File: config.mk
export PLATFORM = sky130hd
export DESIGN_NAME = aibcr3_clktree_avmm_mon
export DESIGN_NICKNAME = d
export VERILOG_FILES = /design/src/rtl/aibcr3_clkmon_pkg.sv /design/src/rtl/aibcr3_clkmon_edgecnt.sv /design/src/rtl/aibcr3_clktree_avmm_mon.sv
export SDC_FILE = /design/constraint.sdc
export NUM_CORES = 1
export LEC_CHECK = 0
export CORE_UTILIZATION = 30
export CTS_BUF_LIST = sky130_fd_sc_hd__clkbuf_4 sky130_fd_sc_hd__clkbuf_8 sky130_fd_sc_hd__clkbuf_16
export DETAILED_ROUTE_END_ITERATION = 6
export MAX_ROUTING_LAYER = met4
export PLACE_DENSITY = 0.57
export SYNTH_ARGS = -nofsm -noshare
export SYNTH_HDL_FRONTEND = slang
export SYNTH_HIERARCHICAL = 1
export SYNTH_SLANG_ARGS = --single-unit
File: constraint.sdc
create_clock -name osc_clk -period 4.7 [get_ports osc_clk]
set_input_delay 1.41 -clock osc_clk [delete_from_list [all_inputs] [get_ports osc_clk]]
set_output_delay 1.41 -clock osc_clk [all_outputs]
set_load 0.005 [all_outputs]
File: src/rtl/aibcr3_clkmon_pkg.sv
// rtl/aibcr3_clkmon_pkg.sv - shared types and constants for the AVMM clock-tree monitor
// The state set depends on AIBCR3_CLKTREE_MON_STICKY_FAULT_EN.
package aibcr3_clkmon_pkg;

`ifdef AIBCR3_CLKTREE_MON_STICKY_FAULT_EN
  typedef enum logic [2:0] {
    ST_IDLE,
    ST_SETTLE,
    ST_MEASURE,
    ST_CHECK,
    ST_FAULT
  } state_t;
`else
  typedef enum logic [2:0] {
    ST_IDLE,
    ST_SETTLE,
    ST_MEASURE,
    ST_CHECK
  } state_t;
`endif

  localparam logic [1:0] FC_NONE = 2'b00;
  localparam logic [1:0] FC_LOW  = 2'b01;
  localparam logic [1:0] FC_HIGH = 2'b10;
  localparam logic [1:0] FC_MISM = 2'b11;

  localparam int SETTLE_CYC = 4;

endpackage

File: src/rtl/aibcr3_clkmon_edgecnt.sv
// rtl/aibcr3_clkmon_edgecnt.sv - async clock synchronizer, rising-edge strobe and saturating counter
// cnt_next is the value the counter takes at the coming edge, so a window can be closed on it directly.
module aibcr3_clkmon_edgecnt #(
  parameter int CNT_W = 9
) (
  input  logic             clk,
  input  logic             rstb,
  input  logic             din,
  input  logic             cnt_en,
  output logic [CNT_W-1:0] cnt_next
);

  localparam logic [CNT_W-1:0] CNT_MAX = '1;

  logic [1:0]       sync;
  logic             sync_d;
  logic             rise;
  logic [CNT_W-1:0] cnt;

  assign rise = sync[1] & ~sync_d;

  // Counter is held at zero whenever counting is not enabled.
  always_comb begin
    cnt_next = cnt;
    if (!cnt_en) begin
      cnt_next = '0;
    end else if (rise && (cnt != CNT_MAX)) begin
      cnt_next = cnt + CNT_W'(1);
    end
  end

  always_ff @(posedge clk or negedge rstb) begin
    if (!rstb) begin
      sync   <= 2'b00;
      sync_d <= 1'b0;
      cnt    <= '0;
    end else begin
      sync   <= {sync[0], din};
      sync_d <= sync[1];
      cnt    <= cnt_next;
    end
  end

endmodule

File: src/rtl/aibcr3_clktree_avmm_mon.sv
// rtl/aibcr3_clktree_avmm_mon.sv - windowed edge-count lock/fault monitor for the AVMM strobe clock tree
// Optional sticky fault latch: AIBCR3_CLKTREE_MON_STICKY_FAULT_EN.
module aibcr3_clktree_avmm_mon
  import aibcr3_clkmon_pkg::*;
#(
  parameter int WIN_CYC   = 256,
  parameter int CNT_W     = 9,
  parameter int EXP_MIN   = 60,
  parameter int EXP_MAX   = 68,
  parameter int MAX_DIFF  = 2,
  parameter int LOCK_WINS = 4
) (
  input  logic             osc_clk,
  input  logic             rstb,
  input  logic             mon_en,
  input  logic             clk_rep,
  input  logic             clk_mimic,
  output logic             mon_locked,
  output logic             mon_fault,
  output logic [1:0]       fault_code,
  output logic [CNT_W-1:0] rep_cnt,
  output logic [CNT_W-1:0] mimic_cnt,
  output logic             win_done
);

  localparam int               TMR_W       = $clog2(WIN_CYC);
  localparam logic [TMR_W-1:0] WIN_LAST    = TMR_W'(WIN_CYC - 1);
  localparam logic [TMR_W-1:0] SETTLE_LAST = TMR_W'(SETTLE_CYC - 1);
  localparam logic [CNT_W-1:0] EXP_MIN_C   = CNT_W'(EXP_MIN);
  localparam logic [CNT_W-1:0] EXP_MAX_C   = CNT_W'(EXP_MAX);
  localparam logic [CNT_W-1:0] DIFF_C      = CNT_W'(MAX_DIFF);
  localparam logic [3:0]       LOCK_C      = 4'(LOCK_WINS);

  state_t           state;
  logic [TMR_W-1:0] timer;
  logic [3:0]       pass_cnt;
  logic [3:0]       pass_nxt;
  logic             cnt_en;
  logic [CNT_W-1:0] rep_nxt;
  logic [CNT_W-1:0] mim_nxt;
  logic [1:0]       win_fc;

  assign cnt_en = mon_en && (state == ST_MEASURE);

  aibcr3_clkmon_edgecnt #(.CNT_W(CNT_W)) u_rep_cnt (
    .clk      (osc_clk),
    .rstb     (rstb),
    .din      (clk_rep),
    .cnt_en   (cnt_en),
    .cnt_next (rep_nxt)
  );

  aibcr3_clkmon_edgecnt #(.CNT_W(CNT_W)) u_mimic_cnt (
    .clk      (osc_clk),
    .rstb     (rstb),
    .din      (clk_mimic),
    .cnt_en   (cnt_en),
    .cnt_next (mim_nxt)
  );

  function automatic logic [1:0] eval_win(input logic [CNT_W-1:0] r, input logic [CNT_W-1:0] m);
    logic [CNT_W-1:0] diff;
    diff = (r > m) ? (r - m) : (m - r);
    if (r < EXP_MIN_C)      return FC_LOW;
    else if (r > EXP_MAX_C) return FC_HIGH;
    else if (diff > DIFF_C) return FC_MISM;
    else                    return FC_NONE;
  endfunction

  // Evaluated on the counters' next values so the last MEASURE cycle's strobe is included.
  assign win_fc   = eval_win(rep_nxt, mim_nxt);
  assign pass_nxt = (pass_cnt >= LOCK_C) ? LOCK_C : (pass_cnt + 4'd1);

  always_ff @(posedge osc_clk or negedge rstb) begin
    if (!rstb) begin
      state      <= ST_IDLE;
      timer      <= '0;
      pass_cnt   <= '0;
      mon_locked <= 1'b0;
      mon_fault  <= 1'b0;
      fault_code <= FC_NONE;
      rep_cnt    <= '0;
      mimic_cnt  <= '0;
      win_done   <= 1'b0;
    end else if (!mon_en) begin
      // Abort: last completed counts stay visible, status clears.
      state      <= ST_IDLE;
      timer      <= '0;
      pass_cnt   <= '0;
      mon_locked <= 1'b0;
      mon_fault  <= 1'b0;
      fault_code <= FC_NONE;
      win_done   <= 1'b0;
    end else begin
      win_done <= 1'b0;
      case (state)
        ST_IDLE: begin
          state <= ST_SETTLE;
          timer <= '0;
        end
        ST_SETTLE: begin
          if (timer == SETTLE_LAST) begin
            state <= ST_MEASURE;
            timer <= '0;
          end else begin
            timer <= timer + TMR_W'(1);
          end
        end
        ST_MEASURE: begin
          if (timer == WIN_LAST) begin
            state      <= ST_CHECK;
            timer      <= '0;
            win_done   <= 1'b1;
            rep_cnt    <= rep_nxt;
            mimic_cnt  <= mim_nxt;
            fault_code <= win_fc;
            if (win_fc == FC_NONE) begin
              pass_cnt   <= pass_nxt;
              mon_locked <= (pass_nxt == LOCK_C);
              mon_fault  <= 1'b0;
            end else begin
              pass_cnt   <= '0;
              mon_locked <= 1'b0;
              mon_fault  <= 1'b1;
            end
          end else begin
            timer <= timer + TMR_W'(1);
          end
        end
`ifdef AIBCR3_CLKTREE_MON_STICKY_FAULT_EN
        ST_CHECK: state <= mon_fault ? ST_FAULT : ST_MEASURE;
        ST_FAULT: state <= ST_FAULT;
`else
        ST_CHECK: state <= ST_MEASURE;
`endif
        default: state <= ST_IDLE;
      endcase
    end
  end

endmodule

==> results of run 1 <==
==> registers in the layout (all words and copies together) (netlist names), 2 cells and up <==
| signal | flops |
|---|---|
| fault_code | 2 |
| mimic_cnt | 9 |
| pass_cnt | 4 |
| rep_cnt | 9 |
| state | 2 |
| timer | 8 |
| u_mimic_cnt/cnt | 9 |
| u_mimic_cnt/sync | 2 |
| u_rep_cnt/cnt | 9 |
| u_rep_cnt/sync | 2 |
==> per-stage QoR <==
stage | instances | util (%) | setup WS [ns]
after floorplan | 387 | - | 0.699
after global placement | 602 | 38.1 | 0.0577
after detailed placement | 602 | 38.1 | -0.0317
after CTS | 617 | 40.6 | 0.335
after global routing | 617 | 40.6 | 0.0536
final | 617 | 40.6 | 0.303
==> Yosys cell counts (all sizes together), types with 4 or more instances <==
cell type / count
nor4: 4
xnor2: 4
inv: 32
clkbuf: 6
or3: 8
nand4: 8
o31ai: 8
nor2: 20
dfrtp: 61
nand3: 11
o21ai: 45
mux2i: 5
or4: 6
xor2: 8
nor2b: 4
and2: 4
ha: 26
nor3: 4
nand2: 40
buf: 6
a21oi: 29
==> logic make-up (layout without fill, tap and decap cells) <==
kind of cell | after synthesis | count (layout)
adders and majority gates | 28 | 28
muxes | 6 | 6
buffers and inverters | 46 | 133
and+or+nand+nor | 121 | 121
AOI/OAI and AO/OA | 113 | 113
xor gates and xnor gates | 12 | 12
DFF | 61 | 61
==> final cells by class <==
| type | count | area [um2] | share of cell area, % |
|---|---|---|---|
| clock buffers | 11 | 240 | 5.09 |
| clock inverters | 4 | 50.0 | 1.06 |
| inverters | 34 | 128 | 2.70 |
| multi-input cells | 280 | 1900 | 40.3 |
| flip-flops and latches | 61 | 1530 | 32.4 |
| well taps | 143 | 179 | 3.79 |
| repair buffers | 84 | 693 | 14.7 |
==> layer usage <==
metal / share of wire, % / wire [um] / GRT usage (%)
met1: 48 / 4450 / 20.7
met2: 45 / 4130 / 24.7
met3: 4.5 / 416 / 4.32
met4: 2.8 / 261 / 9.24
met5: 0 / 0 / -
==> power by group <==
part | total, W | switching [W] | internal (W)
sequential | 0.000553 | 0.0000119 | 0.000541
combinational | 0.000201 | 0.000119 | 0.0000825
clock | 0.000655 | 0.000237 | 0.000418
total | 0.00141 | 0.000368 | 0.00104
==> critical path, stage by stage <==
cell	delay (ns)
clkdlybuf4s50_1	0.48
and2_1	0.21
clkinv_1	0.18
nor2_1	0.19
ha_1	0.18
inv_1	0.05
fa_1	0.41
a21oi_1	0.18
o21ai_1	0.09
a311o_1	0.39
nor4_4	0.32
nand4_4	0.16
a21boi_2	0.23
a32o_1	0.19
==> path summary, 6_finish.rpt <==
check,endpoint,depth (start not counted),slack (ns),startpoint
max,pass_cnt[1],14,0.30,mon_en
min,u_mimic_cnt/sync[1],0,0.35,u_mimic_cnt/sync[0]
max reg2reg,pass_cnt[1],16,0.45,u_rep_cnt/cnt[0]
min reg2reg,u_mimic_cnt/sync[1],0,0.35,u_mimic_cnt/sync[0]
max in group asynchronous,mimic_cnt[5],2,2.63,rstb
min in group asynchronous,timer[1],1,1.23,rstb
==> flow_summary.ini, run 1 <==
[run_status]
status = finished clean

[finish]
n_antenna_cell = 0
syn_to_final_growth_pct = 29.5
n_fill_cell = 1171
layout-drive-gt1-share_pct = 19.6
mostFrequentLayoutCells = dfrtp_1 (61), buf_4 (57), nand2_1 (40), o21ai_1 (34)
layout.nets = 503
fin_area_mm2 = 0.00472
final_common_cell = dfrtp_1

[placed_design]
numPortBuffers = 27
dpl.hpwl_um = 7080
placed_area_mm2 = 0.00443
gp_congestion = 0.863

[clock_network]
cts_root_buf = clkbuf_16
worstSkewPairLatency_ns = 0.34
cts_sinks = 61
clkTransAtPathRegs_ns = 0.05
cts_setup_buffers = 0
cts_hold_buf = 0
cts_tree = built
cts_resized = 0
htree_num_levels = 3
cts_max_path_buffers = 2
cts_buffers = 9

[critical_path]
cp_max_fo = 5
critPathArrivalTime_ns = 4.67
worstSetupStartpointType = input pin
endpoint_kind = flip-flop
critPathRequiredTime_ns = 4.97
crit_type = in2reg

[pwr]
powerDensity_mw_per_mm2 = 299
peakVddDrop_mv = 0.221
leakagePower_nw = 2.05
p_total_w = 0.00141

[floorplan]
num_rows = 39
dieWidth_um = 112
core_mm2 = 0.0116
io_pins = 28
die_h_um = 112
die-area_mm2 = 0.0126
start_util_pct = 31.4

[flow_run]
max-cap-violations = 0

[global_routing]
track_usage_pct = 16.7
grt_pass1_wl_um = 15500
grt-ovfl-total = 0
antenna_found_initial = 0
grt_max_degree = 44
grt_pass1_vias = 3145

[synthesis]
synth_fa_ha_area_share_pct = 10.0
synth_ff_type = dfrtp_1
synth_top_family_by_area = compound AO/OA/AOI/OAI gates
muxShareOfSynthArea_pct = 1.68
synth_xor_xnor_area_share_pct = 2.88
synth_compound_area_share_pct = 19.5
synth_cell_types = 63
yosysWarningCount = 6
synth-simple-area-share_pct = 18.1
synth_fp_nets = 420
synth-edff-count = 0
syn_area_per_cell_um2 = 9.41
synth_top_area_cell = dfrtp_1
synth.area.top_cells = dfrtp_1 (42%), ha_1 (8.9%), o21ai_1 (4.7%)
synthCells = 387
ys_seq_area_share_pct = 41.9
syn_area_mm2 = 0.00364
synth_top_area_share_pct = 41.9
postSynth.asyncResetShare_pct = 100
ys_ff_latch = 61

[detailed_routing]
drc = 0
wl_per_cell_um = 15.0
vias = 3149
wirelength_um = 9250
antenna_left = 0
dr.pass1.iters = 4
vias_per_cell = 5.10
drt_iter0_drc = 133

[timing]
rsz0062_at_grt = no
timing.setup.tns_ns = 0
hold_viol_final = 0
whs_ns = 0.354
fin_worst_skew_ns = 0.00487
fmax_mhz = 227
maxSlewHeadroom_pct = 35.4
finalCriticalPeriod_ns = 4.40
worst_slew_pin_slew_ns = 0.969
drv_slew = 0
min_period_over_period_pct = 93.6
setup_viol = 0

[hold_path]
hp-class = reg2reg
No activity file was read; power rests on OpenSTA's default activity.
==> inputs of run 2 (changes only) <==
SLEW_MARGIN = 0   (was default)
==> results of run 2 <==
No change in the layout: final DEF, timing and power equal those of run 1.
